### src/rtl/uart_tx_shifter.sv
// Serialising datapath of the UART TX core: pops one FIFO byte per frame, computes parity, drives Tx_o.
// Optional build macro UART_TX_SHIFTER_TMR_EN triplicates shift/parity/prev-state/Tx registers with majority voting.
module uart_tx_shifter #(
   parameter int unsigned DATA_WIDTH = 8,
   parameter logic        IDLE_LEVEL = 1'b1
) (
   input  logic                  clk,
   input  logic                  rst,
   input  logic                  p_BaudSig_i,
   input  logic [4:0]            State_i,
   input  logic [3:0]            BitCounter_i,
   input  logic                  p_ParityCalTrigger_i,
   input  logic                  ParityEnable_i,
   input  logic                  ParityOdd_i,
   input  logic [DATA_WIDTH-1:0] FifoData_i,
   output logic                  p_FifoRead_o,
   output logic                  Tx_o,
   output logic                  TxBusy_o,
   output logic                  StateErr_o
);

   localparam logic [4:0] ST_INTERVAL  = 5'b00001;
   localparam logic [4:0] ST_STARTBIT  = 5'b00010;
   localparam logic [4:0] ST_DATABITS  = 5'b00100;
   localparam logic [4:0] ST_PARITYBIT = 5'b01000;
   localparam logic [4:0] ST_STOPBIT   = 5'b10000;

   // Voted (or single-copy) register views and their next values
   logic [DATA_WIDTH-1:0] shift_q, shift_d, par_src;
   logic                  parity_q, parity_d;
   logic [4:0]            prev_state_q;
   logic                  tx_d;
   logic                  load_pend_r;
   logic                  state_legal;
   logic                  count_err;

   always_comb begin
      state_legal = 1'b0;
      case (State_i)
         ST_INTERVAL, ST_STARTBIT, ST_DATABITS, ST_PARITYBIT, ST_STOPBIT: state_legal = 1'b1;
         default: state_legal = 1'b0;
      endcase
   end

   assign count_err    = (State_i == ST_DATABITS) && (BitCounter_i > 4'(DATA_WIDTH - 1));
   assign p_FifoRead_o = !rst && (prev_state_q == ST_INTERVAL) && (State_i == ST_STARTBIT);
   // Parity trigger may land in the load cycle, when shift_q still holds the old byte
   assign par_src      = load_pend_r ? FifoData_i : shift_q;

   always_comb begin
      shift_d  = shift_q;
      parity_d = parity_q;
      tx_d     = IDLE_LEVEL;
      if (load_pend_r)
         shift_d = FifoData_i;
      else if ((State_i == ST_DATABITS) && p_BaudSig_i)
         shift_d = {1'b0, shift_q[DATA_WIDTH-1:1]};
      if (p_ParityCalTrigger_i && (State_i == ST_STARTBIT))
         parity_d = (^par_src) ^ ParityOdd_i;
      case (State_i)
         ST_INTERVAL:  tx_d = IDLE_LEVEL;
         ST_STARTBIT:  tx_d = ~IDLE_LEVEL;
         ST_DATABITS:  tx_d = shift_q[0];
         ST_PARITYBIT: tx_d = ParityEnable_i ? parity_q : IDLE_LEVEL;
         ST_STOPBIT:   tx_d = IDLE_LEVEL;
         default:      tx_d = IDLE_LEVEL;
      endcase
   end

   always_ff @(posedge clk) begin
      if (rst) begin
         load_pend_r <= 1'b0;
         TxBusy_o    <= 1'b0;
         StateErr_o  <= 1'b0;
      end else begin
         load_pend_r <= p_FifoRead_o;
         TxBusy_o    <= (State_i != ST_INTERVAL);
         if (!state_legal || count_err)
            StateErr_o <= 1'b1;
      end
   end

`ifdef UART_TX_SHIFTER_TMR_EN
   (* syn_preserve = 1 *) logic [DATA_WIDTH-1:0] shift_r0, shift_r1, shift_r2;
   (* syn_preserve = 1 *) logic                  parity_r0, parity_r1, parity_r2;
   (* syn_preserve = 1 *) logic [4:0]            prev_state_r0, prev_state_r1, prev_state_r2;
   (* syn_preserve = 1 *) logic                  tx_r0, tx_r1, tx_r2;

   always_ff @(posedge clk) begin
      if (rst) begin
         shift_r0      <= '0;
         shift_r1      <= '0;
         shift_r2      <= '0;
         parity_r0     <= 1'b0;
         parity_r1     <= 1'b0;
         parity_r2     <= 1'b0;
         prev_state_r0 <= ST_INTERVAL;
         prev_state_r1 <= ST_INTERVAL;
         prev_state_r2 <= ST_INTERVAL;
         tx_r0         <= IDLE_LEVEL;
         tx_r1         <= IDLE_LEVEL;
         tx_r2         <= IDLE_LEVEL;
      end else begin
         shift_r0      <= shift_d;
         shift_r1      <= shift_d;
         shift_r2      <= shift_d;
         parity_r0     <= parity_d;
         parity_r1     <= parity_d;
         parity_r2     <= parity_d;
         prev_state_r0 <= State_i;
         prev_state_r1 <= State_i;
         prev_state_r2 <= State_i;
         tx_r0         <= tx_d;
         tx_r1         <= tx_d;
         tx_r2         <= tx_d;
      end
   end

   // Bitwise 2-of-3 majority: a single upset copy is outvoted
   assign shift_q      = (shift_r0 & shift_r1) | (shift_r0 & shift_r2) | (shift_r1 & shift_r2);
   assign parity_q     = (parity_r0 & parity_r1) | (parity_r0 & parity_r2) | (parity_r1 & parity_r2);
   assign prev_state_q = (prev_state_r0 & prev_state_r1) | (prev_state_r0 & prev_state_r2) |
                         (prev_state_r1 & prev_state_r2);
   assign Tx_o         = (tx_r0 & tx_r1) | (tx_r0 & tx_r2) | (tx_r1 & tx_r2);
`else
   logic [DATA_WIDTH-1:0] shift_r;
   logic                  parity_r;
   logic [4:0]            prev_state_r;
   logic                  tx_r;

   always_ff @(posedge clk) begin
      if (rst) begin
         shift_r      <= '0;
         parity_r     <= 1'b0;
         prev_state_r <= ST_INTERVAL;
         tx_r         <= IDLE_LEVEL;
      end else begin
         shift_r      <= shift_d;
         parity_r     <= parity_d;
         prev_state_r <= State_i;
         tx_r         <= tx_d;
      end
   end

   assign shift_q      = shift_r;
   assign parity_q     = parity_r;
   assign prev_state_q = prev_state_r;
   assign Tx_o         = tx_r;
`endif

endmodule

### config.mk
export PLATFORM = sky130hd
export DESIGN_NAME = uart_tx_shifter
export DESIGN_NICKNAME = d
export VERILOG_FILES = /design/src/rtl/uart_tx_shifter.sv
export SDC_FILE = /design/constraint.sdc
export NUM_CORES = 1
export LEC_CHECK = 0
export CORE_MARGIN = 5
export CORE_UTILIZATION = 43
export CTS_CLUSTER_DIAMETER = 150
export DETAILED_ROUTE_END_ITERATION = 16
export PLACE_DENSITY = 0.75
export SETUP_SLACK_MARGIN = 0.3
export SLEW_MARGIN = 20
export SYNTH_ARGS = -nofsm -noshare
export SYNTH_HDL_FRONTEND = slang
export SYNTH_SLANG_ARGS = --single-unit
### constraint.sdc
create_clock -name clk -period 1.6 [get_ports clk]
set_clock_uncertainty 0.05 [all_clocks]
set_input_delay 0.32 -clock clk [delete_from_list [all_inputs] [get_ports clk]]
set_output_delay 0.32 -clock clk [all_outputs]
set_load 0.005 [all_outputs]
==> summary.md <==
| Metric | Value |
|---|---|
| Worst Path Buf+Inv | `1` |
| Share of cells above drive strength 1 | `0.4106` |
| Cell area after synthesis | `between 1000 and 1500 µm²` |
| Power Density | `approximately 570 nW/µm²` |
| Clk_lat worst skew | `between 0.2 and 0.3 ns` |
| Post-DP HPWL | `about 1800 µm` |
| Fmax | `roughly 610 MHz` |
| GRT Total Usage | `0.1601` |
| 1st-pass router iterations | `4` |
| Mux share of post-synthesis cell area | `0.2214` |
| Total core area | `~2400 µm²` |
| R2r setup slk | `around 0.14 ns` |
| Max-Slew Margin vs Limit | `0.7781` |
| Wirelength per Cell | `roughly 14 µm` |
| CP startpoint kind | `flip-flop` |
| Number of global-route vias before repair | `a little over 1000` |
| Most frequent cells in the layout | `18 x buf_4, 13 x dfxtp_1, 11 x mux2i_1` |
| Crit path capture type | `output port` |
| Outcome | `complete, but fails checks` |
| DP Area | `1425 µm²` |
| I/O Buffers | `23` |
| Largest net degree at the start of global routing | `19` |
| Failing checks | `setup timing` |
| Worst reg2reg path depth | `5` |
| Via count | `~970` |
| Post-Synth Simple-Gate Area | `0.2274` |
| Synth warn | `0` |
| Synth Area in Compound Gates | `0.1012` |
| Row cnt | `18` |
| R2r endpoint | `parity_q` |
| Final hold viol count | `0` |
| Largest family of logic cells by synthesized area | `simple AND/OR/NAND/NOR gates` |
| Core Util, Final | `0.6880` |
| Area contributors post-synth | `dfxtp_1 34%, mux2i_1 11%, mux2_2 8.6%` |
| Clock transition at path regs | `around 0.11 ns` |
| Die area | `roughly 3500 µm²` |
| Residual DRC | `0` |
| Delay-heaviest family, CP | `simple AND/OR/NAND/NOR gates` |
| CP max FO | `2` |
| Root buffer cell | `clkbuf_4` |
| Num CTS Buffers | `3` |
| Final Setup Violations | `1` |
| Max-capacitance violation count | `0` |
| DRT iter0 DRCs | `9` |
| Worst VDD drop | `slightly above 0.5 mV` |
| Placed cell count | `approximately 170` |
| Nets@finish | `around 180` |
| Routed WL | `between 2000 and 3000 µm` |
| ANT nets after route | `0` |
| Clock net sink count | `18` |
| # fillers | `roughly 170` |
| Setup slack at placement | `-0.6600 ns` |
| Initial antenna violation count | `0` |
| Area leader, netlist | `dfxtp_1` |
| Worst path max stage delay | `between 0.3 and 0.4 ns` |
| Hold path cells | `3` |
| Design Area, Final | `1658 µm²` |
| Crit path time final | `approximately 1.6 ns` |
| Number of H-tree levels | `1` |
| Tightest Pin Transition | `about 0.33 ns` |
| Final Worst Setup Slack | `-0.04234 ns` |
| Die Wd | `about 59 µm` |
| Antenna cells | `0` |
| Multi-input logic area | `792.0 µm²` |
| Hold crit path type | `in -> reg` |
| Slew Viols, Final | `0` |
| R2r startpoint | `shift_q[4]` |
| HP Start | `FifoData_i[5]` |
| Die Height | `about 59 µm` |
| CTS tree | `done` |
| Via/cell ratio | `~5.3` |
| Routability Congestion | `roughly 0.77` |
| Req. time, crit path | `~1.2 ns` |
| Clock buffer depth | `2` |
| I/O Pins | `27` |
| Worst-path cell chain | `nor4_4 > and4b_1 > buf_2` |
| Hold EP | `shift_q[5]` |
| Unrepaired setup endpoints after global routing | `yes` |
| Starting Density | `0.4361` |
| Non-filler instance count after layout | `between 150 and 200` |
| Syn_nets | `130` |
| Register area share after synthesis | `0.3429` |
| Worst Setup SP | `prev_state_q[3]` |
| Post-synthesis cell type count | `31` |
| Area fraction of the dominant cell type after synthesis | `0.3429` |
| Register Area | `371.6 µm²` |
| Period utilisation layout | `1.026` |
| Arr. time, crit path | `around 1.3 ns` |
| Most common cell after layout, fill and taps aside | `buf_4` |
| Crit Path Category | `reg -> out` |
| Syn_area_per_cell | `between 9 and 10 µm²` |
| Register bit count reported by yosys | `18` |
| Synth Area in XOR/XNOR | `0.08333` |
| Leakage Power | `0.7073 nW` |
| Synth-to-Final Area Change | `57.74%` |
| GRT Residual Overflow | `0` |
| Post-synthesis adder-cell area fraction | `0` |
| Slowest CP cell | `dfxtp_2` |
| Synth Instances | `around 110` |
| First-pass GRT wire length | `around 4400 µm` |
-- repair_timing --
action                                  4_1_cts  5_1_grt
cloned                                        0        0
buffers inserted                              6        2
resized for setup                            52       20
pin swaps                                    11        9
endpoints found under the hold margin         0        0
endpoints found under the setup margin       16       11
hold buffers                                  0        0
-- registers in the layout (all words and copies together) (netlist names) --
signal,count
StateErr_o,1
TxBusy_o,1
Tx_o,1
load_pend_r,1
parity_q,1
prev_state_q,5
shift_q,8
-- layout make-up --
| class | count | area share |
|---|---|---|
| multi-input combinational | 83 | 0.4777 |
| timing repair buffer | 46 | 0.2536 |
| sequential | 18 | 0.2242 |
| tap | 30 | 0.02264 |
| clock buffer | 4 | 0.02189 |
-- cells in the mapped netlist --
| library cell | instances |
|---|---|
| o21ai_0 | 3 |
| dfxtp_1 | 18 |
| nor3_4 | 1 |
| nand4b_2 | 1 |
| a21oi_1 | 5 |
| o211ai_1 | 2 |
| o31ai_1 | 1 |
| a221oi_1 | 1 |
| or2_2 | 1 |
| o32ai_1 | 1 |
| nand2_1 | 2 |
| nand4_1 | 2 |
| nor3_2 | 1 |
| o21a_1 | 1 |
| and4b_1 | 2 |
| mux2_1 | 2 |
| mux2_2 | 8 |
| buf_2 | 2 |
| or4b_4 | 1 |
| nor2b_1 | 6 |
| xnor2_1 | 5 |
| and3b_1 | 2 |
| a21bo_1 | 1 |
| clkbuf_1 | 4 |
| nand2b_1 | 3 |
| xor2_1 | 5 |
| nor4_1 | 3 |
| nand3b_1 | 2 |
| nor2_1 | 8 |
| mux2i_1 | 12 |
| o41ai_1 | 1 |
-- tightest hold or removal path: stages --
cell,delay [ns]
dlymetal6s2s_1,0.12
mux2i_1,0.08
nor2_1,0.09
-- per-layer routing --
| metal | share of wire | routed length (µm) | global-route usage | vias to the layer above |
|---|---|---|---|---|
| li1 | - | - | - | 477 |
| met1 | 0.48 | 1243 | 0.2058 | 475 |
| met2 | 0.49 | 1284 | 0.2761 | 13 |
| met3 | 0.027 | 69 | 0.02614 | 0 |
| met4 | 0 | 0 | 0.03883 | 0 |
| met5 | 0 | 0 | 0 | - |
-- per-stage QoR --
step	hold WS [ns]	TNS, ns	power, mW
2_1_floorplan	0.3619	0	0.5367
3_3_place_gp	0.4578	-4.211	0.6299
3_5_place_dp	0.4647	-4.655	0.6350
4_1_cts	0.3756	-0.04087	0.9417
5_1_grt	0.3174	-0.1630	0.9873
6_report	0.2973	-0.04234	0.9424
-- cell families after synthesis --
kind of cell,Yosys count
XOR/XNOR,10
multiplexers,22
buffers and inverters,6
AND/OR/NAND/NOR,35
AO/OA/AOI/OAI,16
flip-flops,18
-- worst max path at each step --
stage / end / slack [ns] / cells after the start
after floorplan: parity_q / 0.12 / 5
after global placement: p_FifoRead_o / -0.59 / 5
final: p_FifoRead_o / -0.04 / 3
after CTS: p_FifoRead_o / -0.04 / 3
after detailed placement: p_FifoRead_o / -0.66 / 5
after global routing: p_FifoRead_o / -0.16 / 3
-- where the power goes --
part           switching, mW  total (mW)  internal [mW]
Sequential           0.00677       0.464          0.457
Combinational         0.0796       0.192          0.113
Clock                  0.148       0.286          0.139
Power figures use the tool's default switching activity.
